File: src/rtl/digit_entry.sv
// Multi-digit BCD code entry: three edge-detected push keys edit NDIG digits,
// a review step commits the code with a one-cycle done pulse.
module digit_entry #(
   parameter int NDIG   = 2,
   parameter int MAXVAL = 9,
   localparam int CW    = (NDIG > 1) ? $clog2(NDIG) : 1
) (
   input  logic                 clk,
   input  logic                 rst_n,
   input  logic                 key1,
   input  logic                 key2,
   input  logic                 key3,
   output logic [4*NDIG-1:0]    bcd,
   output logic [7*NDIG-1:0]    hex,
   output logic [CW-1:0]        cursor,
   output logic                 review,
   output logic [4*NDIG-1:0]    code,
   output logic                 done
);

   localparam logic [3:0]    MAXD   = 4'(MAXVAL);
   localparam logic [CW-1:0] TOPCUR = CW'(NDIG - 1);

   typedef enum logic {ENTRY, REVIEW} state_t;

   state_t     state, state_nxt;
   logic [2:0] sync1, sync2, prev;
   logic [2:0] press;
   logic       ev_inc, ev_adv, ev_clr;
   logic       commit, clear_all;
   logic [3:0] dig [NDIG];

   // Key synchronisers and press-edge detectors; index 0/1/2 = key1/key2/key3.
   always_ff @(posedge clk) begin
      if (!rst_n) begin
         sync1 <= '1;
         sync2 <= '1;
         prev  <= '1;
      end else begin
         sync1 <= {key3, key2, key1};
         sync2 <= sync1;
         prev  <= sync2;
      end
   end

   assign press = prev & ~sync2;

   // Only the highest-priority event of a cycle acts.
   assign ev_clr = press[2];
   assign ev_adv = press[1] & ~press[2];
   assign ev_inc = press[0] & ~press[1] & ~press[2];

   assign commit    = (state == REVIEW) && ev_adv;
   assign clear_all = ev_clr | commit;

   always_ff @(posedge clk) begin
      if (!rst_n) begin
         state <= ENTRY;
      end else begin
         state <= state_nxt;
      end
   end

   always_comb begin
      state_nxt = state;
      unique case (state)
         ENTRY: begin
            if (!ev_clr && ev_adv && cursor == '0) begin
               state_nxt = REVIEW;
            end
         end
         REVIEW: begin
            if (ev_clr || ev_adv) begin
               state_nxt = ENTRY;
            end
         end
         default: state_nxt = ENTRY;
      endcase
   end

   always_comb begin
      review = (state == REVIEW);
   end

   always_ff @(posedge clk) begin
      if (!rst_n) begin
         for (int unsigned k = 0; k < NDIG; k++) begin
            dig[k] <= '0;
         end
         cursor <= TOPCUR;
         code   <= '0;
         done   <= 1'b0;
      end else begin
         done <= commit;
         if (commit) begin
            code <= bcd;
         end
         if (clear_all) begin
            for (int unsigned k = 0; k < NDIG; k++) begin
               dig[k] <= '0;
            end
            cursor <= TOPCUR;
         end else if (state == ENTRY) begin
            if (ev_adv && cursor != '0) begin
               cursor <= cursor - CW'(1);
            end
            if (ev_inc) begin
               for (int unsigned k = 0; k < NDIG; k++) begin
                  // Explicit wrap compare; 4-bit overflow is never relied on.
                  if (cursor == CW'(k)) begin
                     dig[k] <= (dig[k] == MAXD) ? 4'd0 : dig[k] + 4'd1;
                  end
               end
            end
         end
      end
   end

   function automatic logic [6:0] seg7(input logic [3:0] v);
      logic [6:0] s;
      case (v)
         4'd0:    s = 7'b1000000;
         4'd1:    s = 7'b1111001;
         4'd2:    s = 7'b0100100;
         4'd3:    s = 7'b0110000;
         4'd4:    s = 7'b0011001;
         4'd5:    s = 7'b0010010;
         4'd6:    s = 7'b0000010;
         4'd7:    s = 7'b1111000;
         4'd8:    s = 7'b0000000;
         4'd9:    s = 7'b0010000;
         default: s = 7'b1111111;
      endcase
      return s;
   endfunction

   always_comb begin
      bcd = '0;
      hex = '1;
      for (int unsigned k = 0; k < NDIG; k++) begin
         bcd[4*k +: 4] = dig[k];
         hex[7*k +: 7] = seg7(dig[k]);
      end
   end

endmodule

File: config.mk
export PLATFORM = sky130hd
export DESIGN_NAME = digit_entry
export DESIGN_NICKNAME = d
export VERILOG_FILES = /design/src/rtl/digit_entry.sv
export SDC_FILE = /design/constraint.sdc
export NUM_CORES = 1
export LEC_CHECK = 0
export ABC_AREA = 1
export ABC_CLOCK_PERIOD_IN_PS = 1310
export CAP_MARGIN = 10
export CORE_UTILIZATION = 31
export DETAILED_ROUTE_END_ITERATION = 16
export PLACE_DENSITY_LB_ADDON = 0.12
export SLEW_MARGIN = 0
export SYNTH_ARGS = -nofsm -noshare
export SYNTH_HDL_FRONTEND = slang
export SYNTH_SLANG_ARGS = --single-unit
File: constraint.sdc
create_clock -name clk -period 1.31 [get_ports clk]
set_input_delay 0.1965 -clock clk [delete_from_list [all_inputs] [get_ports clk]]
set_output_delay 0.1965 -clock clk [all_outputs]
set_load 0.02 [all_outputs]
==> results.cfg, run 1 <==
[route]
drt.antenna.violating_nets = 0
via_per_inst = 4.68
drtIter0Drc = 55
routedWlPerCell_um = 13.0
vias = 1455
drc = 0
drt_wl_total_mm = 4.04
dr.pass1.iters = 4

[worst_setup_path]
arrival_ns = 1.51
worst-path-max-fanout = 4
start_kind = flop
crit_type = reg -> out
slowest_delay_ns = 0.49
cp_top_family = flip-flops
worstPathCellList = buf_4, ha_4, a21oi_2, o21ai_1, o21ai_2, buf_6
crit_slowest_cell = edfxtp_1
crit_buf_inv = 2
end_kind = primary output
worst_ep_required_time_ns = 1.11

[grt]
grt_pass1_wl_mm = 6.29
track_usage = 0.180
grt_antenna_before_repair = 0
grt_overflow = 0
grt_pass1_vias = 1403
grt_max_degree = 17

[yosys]
yosysWarnings = 0
synth_top_family_by_area = simple AND/OR/NAND/NOR gates
synth-xor-area-share = 0.0253
yosys.area_share.simple = 0.230
synthDistinctLibCells = 21
synthMuxAreaShare = 0
synth_fp_nets = 184
syn_area_sq_mm = 0.00139
synth_compound_area_frac = 0.114
postSynthAreaPerCell_sq_um = 8.20
yosys_register_bits = 28
synth-adder-area-share = 0.0903
synthCells = 169
synth_seq_area_share = 0.462

[clock_network]
cts_tree = built
cts.sinks = 28
cts-root-buf = clkbuf_8
path_clk_slew_ns = 0.09
clock_path_buffers = 2
cts_buffers = 3
htreeDepth = 1
postCtsHoldBufs = 0
insertion_delay_ns = 0.27

[timing]
slew_viol_final = 0
fin_crit_sh = 1.30
setup_violations = 24
tns_ns = -6.08
hold_viol_final = 0
period_needed_ns = 1.71
fin_hold_ws_ns = 0.421
max_slew_margin = 0.804
fin_skew_ns = 0.00120
clock.fmax_ghz = 0.586
rsz0062_at_grt = yes
fin_ws_ns = -0.396
worstMarginPinSlew_ns = 0.293

[placed_design]
io_buffers = 37
dp_hpwl_mm = 2.76
routabilityCongestion = 0.844
dpl_cell_area_sq_mm = 0.00219
dp_slack_ns = -0.568

[final_layout]
drive_above_1_share = 0.540
insertedDiodeCount = 0
nNetsFinal = 277
fin_util = 0.624
areaGrowthSynthToFinish_pct = 86.5
stdcell_area_sq_mm = 0.00258

[floorplan]
core_sq_mm = 0.00414
io_pins = 38
die_y_um = 68.9
dieWidth_um = 68.9
die_area_sq_mm = 0.00474
fp-row-count = 23
start_util = 0.335

[power_and_ir_drop]
p_sw_mw = 0.647
p_per_area_mw_per_mm2 = 901
combPwrFrac = 0.304
pwr-share-clk = 0.292
peakVddDrop_mv = 0.858
switching_share = 0.278
power.internal_mw = 1.68
p_seq_frac = 0.404
p_leak_nw = 1.19

[status]
status = complete, but fails checks
violations = negative setup slack

[worst_hold_path]
hold_class = reg -> reg

[flow_run]
max-cap-violations = 0
==> state kept, by name, indices dropped and copies added, names as in the netlist <==
name and count:
code 8, sync2 3, cursor 1, sync1 3
dig 8, done 1, review 1, prev 3
==> area by class of cell <==
| class | count | area, sq um |
|---|---|---|
| flip-flops and latches | 28 | 641 |
| fillers | 337 | 1560 |
| well taps | 50 | 62.6 |
| inverters | 21 | 91.3 |
| clock buffers | 3 | 41.3 |
| clock inverters | 1 | 30.0 |
| multi-input cells | 115 | 885 |
| repair buffers | 93 | 835 |
==> kinds of logic after synthesis <==
| logic type | after synthesis |
|---|---|
| simple gates | 71 |
| compound gates | 30 |
| flops | 28 |
| buf+inv | 26 |
| fa+ha+maj | 10 |
| xor+xnor | 4 |
==> cell usage after synthesis <==
| master | count | area [sq um] |
|---|---|---|
| nand2_1 | 24 | 90.1 |
| nand2_2 | 2 | 12.5 |
| xnor2_1 | 2 | 17.5 |
| nor2_1 | 17 | 63.8 |
| o21ai_1 | 1 | 5.00 |
| buf_6 | 1 | 11.3 |
| o21ai_2 | 2 | 17.5 |
| o21ai_0 | 16 | 80.1 |
| ha_1 | 10 | 125 |
| edfxtp_1 | 8 | 240 |
| inv_1 | 19 | 71.3 |
| nor2_2 | 2 | 12.5 |
| buf_2 | 3 | 15.0 |
| clkbuf_1 | 1 | 3.75 |
| nand3_1 | 18 | 90.1 |
| or2_2 | 6 | 37.5 |
| inv_2 | 2 | 7.51 |
| nand4_1 | 2 | 12.5 |
| dfxtp_1 | 20 | 400 |
| xor2_1 | 2 | 17.5 |
| a21oi_1 | 11 | 55.1 |
==> path summary, 6_finish.rpt <==
check,slack (ns),cells after the start,endpoint,from
max,-0.40,6,hex[11],dig[0][5]
min,0.42,1,sync2[0],sync1[0]
max reg2reg,-0.18,6,dig[0][4],dig[0][5]
min reg2reg,0.42,1,sync2[0],sync1[0]
==> placed cells by master (no fill, tap or decap), drive strengths merged <==
cell type,synthesis,layout
inv,21,21
dfxtp,20,20
xor2,2,2
o21ai,19,19
clkbuf,1,3
bufinv,0,1
nand3,18,18
ha,10,10
edfxtp,8,8
xnor2,2,2
nor2,19,19
clkdlybuf4s50,0,4
buf,4,78
a21oi,11,11
or2,6,6
nand2,26,26
nand4,2,2
dlygate4sd2,0,11
==> power by group through the flow <==
stage | sequential, mW | combinational [mW] | clock, mW
after CTS | 0.939 | 0.663 | 0.688
after floorplan | 0.986 | 0.261 | 0
final | 0.941 | 0.708 | 0.680
after global placement | 0.963 | 0.555 | 0
after detailed placement | 0.964 | 0.564 | 0
after global routing | 0.945 | 0.755 | 0.740
==> routing by layer <==
layer	GRT usage	up-vias	wire length, um
met3	0.0395	4	146
met5	0	-	0
met1	0.225	684	1760
met4	0.0510	0	48
met2	0.308	33	2090
li1	-	734	-
==> metrics by stage <==
step	std cells	power [mW]
floorplan	169	1.25
global placement	292	1.52
detailed placement	292	1.53
CTS	309	2.29
global route	311	2.44
finish	311	2.33
==> timing repair <==
| action | CTS | global route |
|---|---|---|
| buffers inserted | 16 | 5 |
| endpoints found under the setup margin | 41 | 36 |
| gates resized for setup | 172 | 22 |
| pin swaps | 21 | 4 |
Power figures use the tool's default switching activity.
==> run 2: changes to the inputs <==
MAX_ROUTING_LAYER = met4   (was default)
PLACE_DENSITY = 0.66   (was default)
PLACE_DENSITY_LB_ADDON = default   (was 0.12)
==> run 2 against run 1 <==
Net effect: the run still ends with negative setup slack left; global-route usage shrank 0.29 points; die area unchanged; sequential cell count unchanged; cell area shrank 1.8%; via count down 0.76%; largest cell class unchanged.
==> results.cfg, run 2 (same netlist as run 1, synthesis figures left out) <==
[timing]
slew_viol_final = 0
fin_ws_ns = -0.383
max_slew_margin = 0.845
fin_skew_ns = 0.00646
tns_ns = -5.71
rsz0062_at_grt = yes
clock.fmax_ghz = 0.591
fin_crit_sh = 1.29
hold_viol_final = 0
setup_violations = 25
worstMarginPinSlew_ns = 0.232
period_needed_ns = 1.69

[worst_setup_path]
reg2reg_depth = 6
end_kind = primary output
start_kind = flop
crit_start = dig[0][5]
cp_common_cell = o21ai_2
worst-path-max-fanout = 4
crit_type = reg -> out
r2r_slack_ns = -0.15
worstReg2RegEnd = dig[0][7]
r2r-start = dig[0][5]
arrival_ns = 1.50
crit_slowest_cell = edfxtp_1
worst_ep_required_time_ns = 1.11
worstPathCellList = buf_4, ha_2, a21oi_2, o21ai_2, o21ai_2, buf_6
slowest_delay_ns = 0.45

[grt]
grt_use_met2 = 0.286
grt_pass1_vias = 1351
grt_pass1_wl_mm = 6.07
grt_max_degree = 17
grt-busiest-layer = met2
grt_antenna_before_repair = 0
track_usage = 0.177
grt_overflow = 0
gr-usage-met1 = 0.219
use_met3 = 0.0395

[final_layout]
fin_util = 0.612
multiInputGateArea_sq_um = 858
fillers = 350
areaGrowthSynthToFinish_pct = 83.0
reg.largest.list = code x8, dig x8
drive_above_1_share = 0.525
stdcell_count = 309
layout_commonest_cell = buf_4
nNetsFinal = 275
insertedDiodeCount = 0
final_cell_mix = buf_4, buf_6, dfxtp_1, nand3_1, nand2_1
seqCellArea_sq_um = 641
stdcell_area_sq_mm = 0.00254

[route]
vias = 1444
via_per_inst = 4.67
drt.antenna.violating_nets = 0
drc = 0
drtIter0Drc = 85
drt_wl_total_mm = 3.95
routedWlPerCell_um = 12.8
dr.pass1.iters = 4

[status]
status = complete, but fails checks
violations = negative setup slack

[placed_design]
dp_hpwl_mm = 2.47
io_buffers = 37
dpl_cell_area_sq_mm = 0.00214
routabilityCongestion = 0.791
dpl.cell_count = 285

[worst_hold_path]
min_to = sync2[1]
min_from = sync1[1]
min_path_cells = 1
hold_class = reg -> reg

[floorplan]
dieWidth_um = 68.9
die_y_um = 68.9
core_sq_mm = 0.00414
start_util = 0.335
die_area_sq_mm = 0.00474
io_pins = 38
fp-row-count = 23

[power_and_ir_drop]
peakVddDrop_mv = 0.564
p_leak_nw = 1.17
p_per_area_mw_per_mm2 = 914
total_power_mw = 2.32

[clock_network]
cts-root-buf = clkbuf_8
insertion_delay_ns = 0.28
htreeDepth = 1
cts_buffers = 3
cts_tree = built
postCtsHoldBufs = 0
path_clk_slew_ns = 0.10
clock_path_buffers = 2
cts.sinks = 28

[flow_run]
max-cap-violations = 0
## run 2: cell count changes in the layout (fill, tap and decap cells not counted), moves of 2 or more
| cell | delta |
|---|---|
| ha_1 | +3 |
| buf_6 | -2 |
| inv_4 | -2 |
| inv_2 | +2 |
| buf_2 | -2 |
| ha_4 | -2 |
## run 2: worst max-delay path, delay by kind of cell (launching register included)
family	cells	cell delay (ns)
compound gates	3	0.28
buf+inv	2	0.30
fa+ha+maj	1	0.19
flops	1	0.45
## run 2: repair_timing
action / 4_1_cts / 5_1_grt
setup buffers: 18 / 5
pin swaps: 15 / 14
setup endpoints to repair: 41 / 38
gates resized for setup: 163 / 24
## run 2: power by group
group | internal, mW | leakage, nW | switching [mW]
Sequential | 0.919 | 0.247 | 0.0191
Clock | 0.409 | 0.0357 | 0.269
Combinational | 0.350 | 0.888 | 0.353
## run 2: worst max path at each step
| stage | to |
|---|---|
| CTS | hex[3] |
| global placement | hex[5] |
| global route | hex[12] |
| finish | hex[11] |
| floorplan | hex[3] |
| detailed placement | hex[10] |
## run 2: routing by layer
metal | wire length, um | vias up | part of all wire
met1 | 1750 | 666 | 0.44
met4 | 74 | 0 | 0.019
li1 | - | 732 | -
met3 | 141 | 9 | 0.036
met5 | 0 | - | 0
met2 | 1990 | 37 | 0.50
## run 2: area by class of cell
type / instances / area share
multi-input cells: 115 / 0.338
repair buffers: 91 / 0.321
flip-flops and latches: 28 / 0.252
inverters: 21 / 0.0355
well taps: 50 / 0.0247
clock buffers: 3 / 0.0163
clock inverters: 1 / 0.0118
## run 2: per-stage QoR
stage / setup WS [ns] / hold WS, ns
detailed placement: -0.562 / 0.397
floorplan: -0.126 / 0.265
finish: -0.383 / 0.420
global placement: -0.503 / 0.395
CTS: -0.372 / 0.422
global route: -0.459 / 0.429
